--- src/rtl/spi_ss_sequencer.sv ---
// SPI slave-select sequencer: one active-low select per transaction, with guard time around the master transfer.
// Optional one-deep request queue when SPI_SS_QUEUE_EN is defined.
module spi_ss_sequencer #(
    parameter int NUM_SS = 5,
    parameter int SEL_W  = 3,
    parameter int GUARD  = 2,
    parameter int DW     = 16
) (
    input  logic              clk,
    input  logic              rst_n,
    input  logic              req,
    input  logic [SEL_W-1:0]  sel,
    input  logic [DW-1:0]     wdata,
    output logic              done,
    output logic [DW-1:0]     rdata,
    output logic              busy,
    output logic              err,
    output logic              mstr_wrt,
    output logic [DW-1:0]     mstr_data,
    input  logic              mstr_done,
    input  logic [DW-1:0]     mstr_rdata,
    output logic [NUM_SS-1:0] ss_n
);

    // state | meaning
    // IDLE  | all selects high, waiting for a request (or a queued one)
    // SETUP | select low, counting setup guard before the start pulse
    // XFER  | master transfer running, waiting for mstr_done
    // HOLD  | select still low, counting hold guard before release

    if (NUM_SS < 1 || NUM_SS > 16) begin : g_bad_num_ss
        $error("NUM_SS out of range 1..16");
    end
    if ((1 << SEL_W) < NUM_SS) begin : g_bad_sel_w
        $error("SEL_W too narrow for NUM_SS");
    end
    if (GUARD < 1 || GUARD > 15) begin : g_bad_guard
        $error("GUARD out of range 1..15");
    end

    typedef enum logic [1:0] {
        IDLE  = 2'd0,
        SETUP = 2'd1,
        XFER  = 2'd2,
        HOLD  = 2'd3
    } state_t;

    localparam logic [3:0]        GUARD_M1 = 4'(GUARD - 1);
    localparam logic [NUM_SS-1:0] SS_IDLE  = '1;
    localparam logic [NUM_SS-1:0] SS_ONE   = NUM_SS'(1);
    localparam logic [SEL_W:0]    SEL_LIM  = (SEL_W + 1)'(NUM_SS);

    state_t            state_q, state_d;
    logic [3:0]        cnt_q, cnt_d;
    logic [NUM_SS-1:0] ss_n_q, ss_n_d;
    logic [DW-1:0]     mstr_data_q, mstr_data_d;
    logic [DW-1:0]     rdata_q, rdata_d;
    logic              mstr_wrt_q, mstr_wrt_d;
    logic              done_q, done_d;
    logic              err_q, err_d;

    logic              sel_ok;
    logic              launch;
    logic [SEL_W-1:0]  l_sel;
    logic [DW-1:0]     l_data;

    assign sel_ok = {1'b0, sel} < SEL_LIM;

`ifdef SPI_SS_QUEUE_EN
    logic              pend_v_q, pend_v_d;
    logic [SEL_W-1:0]  pend_sel_q, pend_sel_d;
    logic [DW-1:0]     pend_data_q, pend_data_d;
    logic              to_buffer;
    logic              buf_free;

    // In IDLE the buffered request leaves this cycle, so the slot is free again.
    assign to_buffer = (state_q != IDLE) || pend_v_q;
    assign buf_free  = !pend_v_q || (state_q == IDLE);
`endif

    always_comb begin
        state_d     = state_q;
        cnt_d       = cnt_q;
        ss_n_d      = ss_n_q;
        mstr_data_d = mstr_data_q;
        rdata_d     = rdata_q;
        mstr_wrt_d  = 1'b0;
        done_d      = 1'b0;
        err_d       = 1'b0;
        launch      = 1'b0;
        l_sel       = sel;
        l_data      = wdata;
`ifdef SPI_SS_QUEUE_EN
        pend_v_d    = pend_v_q;
        pend_sel_d  = pend_sel_q;
        pend_data_d = pend_data_q;
`endif

        case (state_q)
            IDLE: begin
`ifdef SPI_SS_QUEUE_EN
                if (pend_v_q) begin
                    launch   = 1'b1;
                    l_sel    = pend_sel_q;
                    l_data   = pend_data_q;
                    pend_v_d = 1'b0;
                end
`endif
            end
            SETUP: begin
                if (cnt_q == 4'd0) begin
                    mstr_wrt_d = 1'b1;
                    state_d    = XFER;
                end else begin
                    cnt_d = cnt_q - 4'd1;
                end
            end
            XFER: begin
                if (mstr_done) begin
                    rdata_d = mstr_rdata;
                    cnt_d   = GUARD_M1;
                    state_d = HOLD;
                end
            end
            HOLD: begin
                if (cnt_q == 4'd0) begin
                    ss_n_d  = SS_IDLE;
                    done_d  = 1'b1;
                    state_d = IDLE;
                end else begin
                    cnt_d = cnt_q - 4'd1;
                end
            end
            default: state_d = IDLE;
        endcase

        if (req) begin
            if (!sel_ok) begin
                err_d = 1'b1;
`ifdef SPI_SS_QUEUE_EN
            end else if (to_buffer) begin
                if (buf_free) begin
                    pend_v_d    = 1'b1;
                    pend_sel_d  = sel;
                    pend_data_d = wdata;
                end else begin
                    err_d = 1'b1;
                end
`else
            end else if (state_q != IDLE) begin
                err_d = 1'b1;
`endif
            end else begin
                launch = 1'b1;
            end
        end

        if (launch) begin
            mstr_data_d = l_data;
            ss_n_d      = ~(SS_ONE << l_sel);
            cnt_d       = GUARD_M1;
            state_d     = SETUP;
        end
    end

    always_ff @(posedge clk or negedge rst_n) begin
        if (!rst_n) begin
            state_q     <= IDLE;
            cnt_q       <= 4'd0;
            ss_n_q      <= SS_IDLE;
            mstr_data_q <= '0;
            rdata_q     <= '0;
            mstr_wrt_q  <= 1'b0;
            done_q      <= 1'b0;
            err_q       <= 1'b0;
        end else begin
            state_q     <= state_d;
            cnt_q       <= cnt_d;
            ss_n_q      <= ss_n_d;
            mstr_data_q <= mstr_data_d;
            rdata_q     <= rdata_d;
            mstr_wrt_q  <= mstr_wrt_d;
            done_q      <= done_d;
            err_q       <= err_d;
        end
    end

`ifdef SPI_SS_QUEUE_EN
    always_ff @(posedge clk or negedge rst_n) begin
        if (!rst_n) begin
            pend_v_q    <= 1'b0;
            pend_sel_q  <= '0;
            pend_data_q <= '0;
        end else begin
            pend_v_q    <= pend_v_d;
            pend_sel_q  <= pend_sel_d;
            pend_data_q <= pend_data_d;
        end
    end

    assign busy = (state_q != IDLE) || pend_v_q;
`else
    assign busy = (state_q != IDLE);
`endif

    assign ss_n      = ss_n_q;
    assign mstr_wrt  = mstr_wrt_q;
    assign mstr_data = mstr_data_q;
    assign rdata     = rdata_q;
    assign done      = done_q;
    assign err       = err_q;

endmodule

--- config.mk ---
export PLATFORM = sky130hd
export DESIGN_NAME = spi_ss_sequencer
export DESIGN_NICKNAME = d
export VERILOG_FILES = /design/src/rtl/spi_ss_sequencer.sv
export SDC_FILE = /design/constraint.sdc
export NUM_CORES = 1
export LEC_CHECK = 0
export CAP_MARGIN = 30
export CELL_PAD_IN_SITES_DETAIL_PLACEMENT = 1
export CELL_PAD_IN_SITES_GLOBAL_PLACEMENT = 1
export CORE_ASPECT_RATIO = 0.8
export CORE_MARGIN = 2
export CORE_UTILIZATION = 34
export DETAILED_ROUTE_END_ITERATION = 6
export GPL_ROUTABILITY_DRIVEN = 0
export PLACE_DENSITY_LB_ADDON = 0.25
export SLEW_MARGIN = 25
export SYNTH_ARGS = -nofsm -noshare
export SYNTH_HDL_FRONTEND = slang
export SYNTH_SLANG_ARGS = --single-unit
--- constraint.sdc ---
create_clock -name clk -period 3.8 [get_ports clk]
set_input_delay 1.14 -clock clk [delete_from_list [all_inputs] [get_ports clk]]
set_output_delay 1.14 -clock clk [all_outputs]
set_load 0.005 [all_outputs]
==> results.sh, run 1 <==
export IMPL_status="finished clean"
export IMPL_wire_per_inst_um=15.2
export IMPL_data_arrival_time_at_the_worst_slack_endpoint_ns=3.05
export IMPL_path_class="in2reg"
export IMPL_netlist_instances=146
export IMPL_report_final_slew_viol_count=0
export IMPL_wl_final_um=4750
export IMPL_most_common_library_cell_in_the_layout_ignoring_fill_and_taps="sky130_fd_sc_hd__clkdlybuf4s50_1"
export IMPL_final_instance_count_excl_fill=312
export IMPL_drc_errors=0
export IMPL_switching_share=0.300
export IMPL_core_utilization_of_the_finished_layout=0.516
export IMPL_synth_seq_area_share=0.565
export IMPL_overall_power_consumption_mw=2.24
export IMPL_critPathMaxStageDelay_ns=0.63
export IMPL_post_place_ws_ns=0.582
export IMPL_critPathBufInv=2
export IMPL_global_route_overflow_total=0
export IMPL_final_area_um2=3030
export IMPL_layout_min_cycle_time_ns=2.85
export IMPL_vdd_ir_drop_max_v=0.000325
export IMPL_max_slew_margin_rel=0.537
export IMPL_placed_cells=304
export IMPL_nNetsFinal=276
export IMPL_cts_hold_fix_buffers=0
export IMPL_leading_cell_types_in_the_layout_fill_and_taps_excluded="sky130_fd_sc_hd__clkdlybuf4s50_1, sky130_fd_sc_hd__dfrtp_1, sky130_fd_sc_hd__mux2_2"
export IMPL_num_antenna_cells=0
export IMPL_grt_total_usage=0.155
export IMPL_ys_flop_type="sky130_fd_sc_hd__dfrtp_1"
export IMPL_post_cts_setup_buffer_count=0
export IMPL_postLayoutSetupSlackWorst_ns=0.949
export IMPL_vias=1436
export IMPL_netlist_area_um2=2050
export IMPL_clock_fmax_mhz=351
export IMPL_p_sw_mw=0.674
export IMPL_floorplan_core_area_um2=5880
export IMPL_detail_route_antenna_nets=0
export IMPL_via_per_inst=4.60
export IMPL_share_clk_of_total_power=0.133
export IMPL_fin_crit_sh=0.750
export IMPL_total_leakage_power_nw=1.29
export IMPL_die_y_um=73.4
export IMPL_cts_reportedPaths_clkPinSlew_ns=0.09
export IMPL_register_to_register_setup_slack_ns=1.73
export IMPL_horizontal_extent_of_the_die_um=90.8
export IMPL_finalClockSkew_ns=0.00947
export IMPL_rsz_0062_raised_after_global_routing="false"
export IMPL_clock_sink_count=46
export IMPL_final_setup_vio_count=0
export IMPL_numPortBuffers=79
export IMPL_area_growth_from_synthesis_to_layout_pct=48.0
export IMPL_internal_power_mw=1.57
export IMPL_power_density_nw_per_um2=740
export IMPL_hpwlAfterDp_um=3660
export IMPL_drt_first_iter_violations=54
export IMPL_number_of_cells_upsized_or_downsized_after_cts=0
export IMPL_number_of_primary_i_o_pins=80
export IMPL_worst_skew_pair_late_latency_ns=0.31
export IMPL_grt_start_max_net_pins=26
export IMPL_first_global_vias=1571
export IMPL_drt_first_pass_iters=4
export IMPL_cts_buffer_depth=2
export IMPL_syn_mean_instance_area_um2=14.0
export IMPL_worst_path_required_ns=4.00
export IMPL_cpMaxStageDelayCell="sky130_fd_sc_hd__and3_1"
export IMPL_postPlaceCellArea_um2=2940
export IMPL_yosysUniqueCellTypes=33
export IMPL_proportion_of_synthesized_flip_flops_having_asynchronous_set_or_reset=1.00
export IMPL_yosysWarnings=0
export IMPL_seqPwrFrac=0.386
export IMPL_power_frac_comb=0.480
export IMPL_worst_slew_pin_transition_ns=0.695
export IMPL_cts_htree_levels=2
export IMPL_grt_pass1_wl_um=7870
export IMPL_setup_tns_ns=0
export IMPL_ys_seq_elements=46
export IMPL_tritoncts_num_buffers=5
export IMPL_path_delay_family="buffers and inverters"
export IMPL_cts_root_buffer="sky130_fd_sc_hd__clkbuf_8"
export IMPL_num_fill_cells=628
export IMPL_cts_tree="built"
export IMPL_cp_end_kind="register"
export IMPL_rows=25
export IMPL_min_path_type="reg2reg"
export IMPL_timing_hold_ws_ns=0.507
export IMPL_crit_path_max_fanout=12
export IMPL_drive_above_1_share=0.238
export IMPL_mappedNetlistNets=192
export IMPL_design_die_area_um2=6670
export IMPL_hold_viol_final=0
export IMPL_effective_utilization_at_floorplan=0.349
export IMPL_max_cap_viol_count=0
export IMPL_worstSetupStartpointType="input port"
export IMPL_critical_path_cell_chain="clkdlybuf4s50_1 -> o21ai_1 -> and3_1 -> buf_4 -> mux2_4"
export IMPL_number_of_antenna_violations_at_the_first_check_in_global_routing=0
export IMPL_number_of_enable_flip_flop_cells_after_synthesis=0
## per-layer routing
layer  share of wire  vias up  global-route usage
met3           0.060        5              0.0605
met4           0.011        0              0.0404
met1            0.43      710               0.193
met2            0.50       40               0.255
met5               0        -                   0
li1                -      681                   -
## state kept, by name, summed over array words and instances (netlist names)
| signal | cells |
|---|---|
| mstr_data | 16 |
| state_q | 2 |
| err | 1 |
| ss_n | 5 |
| rdata | 16 |
| done | 1 |
| cnt_q | 4 |
| mstr_wrt | 1 |
## cells by family after synthesis
logic type / Yosys count / share of synthesized area
AOI/OAI and AO/OA: 18 / 0.0629
xor gates and xnor gates: 1 / 0.00427
adders and majority gates: 7 / 0.0427
buffers and inverters: 12 / 0.0348
DFF: 46 / 0.565
muxes: 33 / 0.208
and+or+nand+nor: 29 / 0.0824
## cell type report
cell class,instances,area (um^2),area share
clock inverter,3,21.3,0.00701
timing repair buffer,83,841,0.277
inverter,6,22.5,0.00743
clock buffer,5,68.8,0.0227
tap,81,101,0.0334
sequential,46,1160,0.382
multi-input combinational,88,821,0.271
## worst register-to-register path, cell delays in order, from the launching register on
cell and delay [ns]:
sky130_fd_sc_hd__dfrtp_1 0.41, sky130_fd_sc_hd__inv_1 0.13, sky130_fd_sc_hd__ha_1 0.21, sky130_fd_sc_hd__and3_1 0.62, sky130_fd_sc_hd__buf_4 0.29, sky130_fd_sc_hd__mux2_4 0.31
## synthesized netlist by cell type (2+ instances only)
library cell,count,share of area
sky130_fd_sc_hd__dfrtp_1,41,0.50
sky130_fd_sc_hd__a21oi_1,2,0.0049
sky130_fd_sc_hd__buf_6,3,0.016
sky130_fd_sc_hd__buf_2,3,0.0073
sky130_fd_sc_hd__mux2_2,17,0.093
sky130_fd_sc_hd__mux2_4,15,0.11
sky130_fd_sc_hd__and2_1,2,0.0061
sky130_fd_sc_hd__nor3_1,9,0.022
sky130_fd_sc_hd__o21ai_0,2,0.0049
sky130_fd_sc_hd__nand2_1,2,0.0037
sky130_fd_sc_hd__inv_1,6,0.011
sky130_fd_sc_hd__nor2_1,7,0.013
sky130_fd_sc_hd__dfstp_2,5,0.064
sky130_fd_sc_hd__nor2b_1,3,0.0092
sky130_fd_sc_hd__ha_1,7,0.043
sky130_fd_sc_hd__a31oi_1,5,0.015
## worst paths after layout
check	startpoint	to	cells past startpoint
setup reg to reg	state_q[0]	mstr_data[4]	5
max in group asynchronous	rst_n	mstr_data[9]	2
min in group asynchronous	rst_n	mstr_data[7]	1
hold reg to reg	rdata[12]	rdata[12]	1
hold / removal	rdata[12]	rdata[12]	1
setup / recovery	sel[0]	mstr_data[4]	5
## power by group through the flow
stage	Combinational (mW)	Clock [mW]	Sequential [mW]
2_1_floorplan	0.501	0	0.877
3_3_place_gp	1.07	0	0.871
3_5_place_dp	1.09	0	0.879
4_1_cts	1.10	0.314	0.873
5_1_grt	1.19	0.335	0.901
6_report	1.08	0.299	0.867
No activity file was read; power rests on OpenSTA's default activity.
==> run 2: changes to the inputs <==
clock period = 2.8 ns   (was 3.8 ns; I/O delays follow)
==> run 2 against run 1 <==
  * Core utilization rose by 0.19 points
  * Die area unchanged
  * Clock skew increased by 0.00067 ns
  * Critical path type is now reg2out
  * Wire length increased by 1.5%
==> results.sh, run 2 (synthesis results as in run 1) <==
export IMPL_max_cap_viol_count=0
export IMPL_grt_pass1_wl_um=7780
export IMPL_data_arrival_time_at_the_worst_slack_endpoint_ns=1.61
export IMPL_timing_hold_ws_ns=0.455
export IMPL_detail_route_antenna_nets=0
export IMPL_critical_path_cell_chain="inv_1 -> ha_1 -> inv_1 -> clkdlybuf4s50_1"
export IMPL_drt_first_pass_iters=4
export IMPL_max_slew_margin_rel=0.720
export IMPL_layout_min_cycle_time_ns=2.45
export IMPL_num_antenna_cells=0
export IMPL_power_frac_comb=0.466
export IMPL_r2r_worst_path_cells=6
export IMPL_worst_skew_pair_late_latency_ns=0.30
export IMPL_cts_tree="built"
export IMPL_finalClockSkew_ns=0.0101
export IMPL_grt_total_usage=0.149
export IMPL_report_final_slew_viol_count=0
export IMPL_timing_rr_start="cnt_q[1]"
export IMPL_number_of_cells_upsized_or_downsized_after_cts=0
export IMPL_critPathMaxStageDelay_ns=0.49
export IMPL_numPortBuffers=79
export IMPL_most_common_library_cell_in_the_layout_ignoring_fill_and_taps="sky130_fd_sc_hd__clkdlybuf4s50_1"
export IMPL_area_growth_from_synthesis_to_layout_pct=48.5
export IMPL_via_per_inst=4.67
export IMPL_switching_share=0.291
export IMPL_final_instance_count_excl_fill=312
export IMPL_post_cts_setup_buffer_count=0
export IMPL_postPlaceCellArea_um2=2930
export IMPL_critPathMostFrequentCell="sky130_fd_sc_hd__inv_1"
export IMPL_drive_above_1_share=0.238
export IMPL_seqPwrFrac=0.376
export IMPL_number_of_primary_i_o_pins=80
export IMPL_core_utilization_of_the_finished_layout=0.518
export IMPL_rsz_0062_raised_after_global_routing="false"
export IMPL_fin_crit_sh=0.875
export IMPL_internal_power_mw=2.22
export IMPL_drt_first_iter_violations=40
export IMPL_worstSetupStartpointType="register"
export IMPL_num_fill_cells=632
export IMPL_p_sw_mw=0.912
export IMPL_global_route_overflow_total=0
export IMPL_crit_path_max_fanout=5
export IMPL_final_seq_area_um2=1160
export IMPL_cpMaxStageDelayCell="sky130_fd_sc_hd__clkdlybuf4s50_1"
export IMPL_worst_slew_pin_transition_ns=0.419
export IMPL_vdd_ir_drop_max_v=0.000484
export IMPL_cp_end_kind="output port"
export IMPL_first_global_vias=1546
export IMPL_setup_tns_ns=0
export IMPL_r2r_end="state_q[0]"
export IMPL_floorplan_core_area_um2=5880
export IMPL_path_class="reg2out"
export IMPL_horizontal_extent_of_the_die_um=90.8
export IMPL_drc_errors=0
export IMPL_wl_final_um=4820
export IMPL_clock_sink_count=46
export IMPL_wire_per_inst_um=15.4
export IMPL_placed_cells=304
export IMPL_final_area_um2=3040
export IMPL_grt_start_max_net_pins=33
export IMPL_cts_reportedPaths_clkPinSlew_ns=0.09
export IMPL_status="finished clean"
export IMPL_nNetsFinal=276
export IMPL_die_y_um=73.4
export IMPL_cts_root_buffer="sky130_fd_sc_hd__clkbuf_8"
export IMPL_design_die_area_um2=6670
export IMPL_cts_htree_levels=2
export IMPL_leading_cell_types_in_the_layout_fill_and_taps_excluded="sky130_fd_sc_hd__clkdlybuf4s50_1, sky130_fd_sc_hd__dfrtp_1, sky130_fd_sc_hd__mux2_2"
export IMPL_worst_path_required_ns=1.96
export IMPL_tritoncts_num_buffers=5
export IMPL_number_of_antenna_violations_at_the_first_check_in_global_routing=0
export IMPL_vias=1458
export IMPL_hold_viol_final=0
export IMPL_cts_buffer_depth=2
export IMPL_final_setup_vio_count=0
export IMPL_clock_fmax_mhz=408
export IMPL_share_clk_of_total_power=0.158
export IMPL_multi_input_comb_area_um2=821
export IMPL_min_path_type="in2async"
export IMPL_register_to_register_setup_slack_ns=1.04
export IMPL_power_density_nw_per_um2=1030
export IMPL_hpwlAfterDp_um=3700
export IMPL_effective_utilization_at_floorplan=0.349
export IMPL_rows=25
export IMPL_total_leakage_power_nw=1.29
export IMPL_cts_hold_fix_buffers=0
run 2: cell count changes in the layout (fill, tap and decap cells not counted), sizes merged:
cell / delta
clkinv: -2
bufinv: +1
clkinvlp: +1
run 2: layout make-up:
cell class | instances | share of cell area
Timing Repair Buffer | 83 | 0.272
Sequential cell | 46 | 0.380
Clock inverter | 3 | 0.0148
Inverter | 6 | 0.00740
Multi-Input combinational cell | 88 | 0.270
Tap cell | 81 | 0.0333
Clock buffer | 5 | 0.0226
run 2: how the worst max path moves through the flow:
stage | cells past startpoint | slack, ns | from | endpoint
floorplan | 5 | 0.97 | sel[1] | mstr_data[10]
global placement | 5 | 0.36 | sel[0] | mstr_data[0]
detailed placement | 5 | 0.25 | sel[0] | mstr_data[0]
CTS | 4 | 0.35 | state_q[1] | busy
global route | 4 | 0.26 | state_q[1] | busy
finish | 4 | 0.35 | state_q[1] | busy
run 2: critical path, delay by kind of cell (launching register included):
family	cells	cell delay (ns)
fa+ha+maj	1	0.22
buf+inv	3	0.64
flops	1	0.45
run 2: metal layers:
layer	track usage	up-vias	share of wire
li1	-	682	-
met1	0.180	724	0.43
met2	0.244	44	0.48
met3	0.0595	8	0.069
met4	0.0606	0	0.018
met5	0	-	0
run 2: power groups by stage:
stage	combinational [mW]	sequential [mW]	clock [mW]
2_1_floorplan	0.680	1.19	0
3_3_place_gp	1.46	1.18	0
3_5_place_dp	1.48	1.19	0
4_1_cts	1.49	1.18	0.517
5_1_grt	1.60	1.22	0.538
6_report	1.46	1.18	0.495
run 2: per-stage QoR:
stage	power, mW	worst slack, ns
CTS	3.19	0.347
floorplan	1.87	0.975
global placement	2.64	0.363
global route	3.35	0.264
finish	3.13	0.350
detailed placement	2.67	0.254
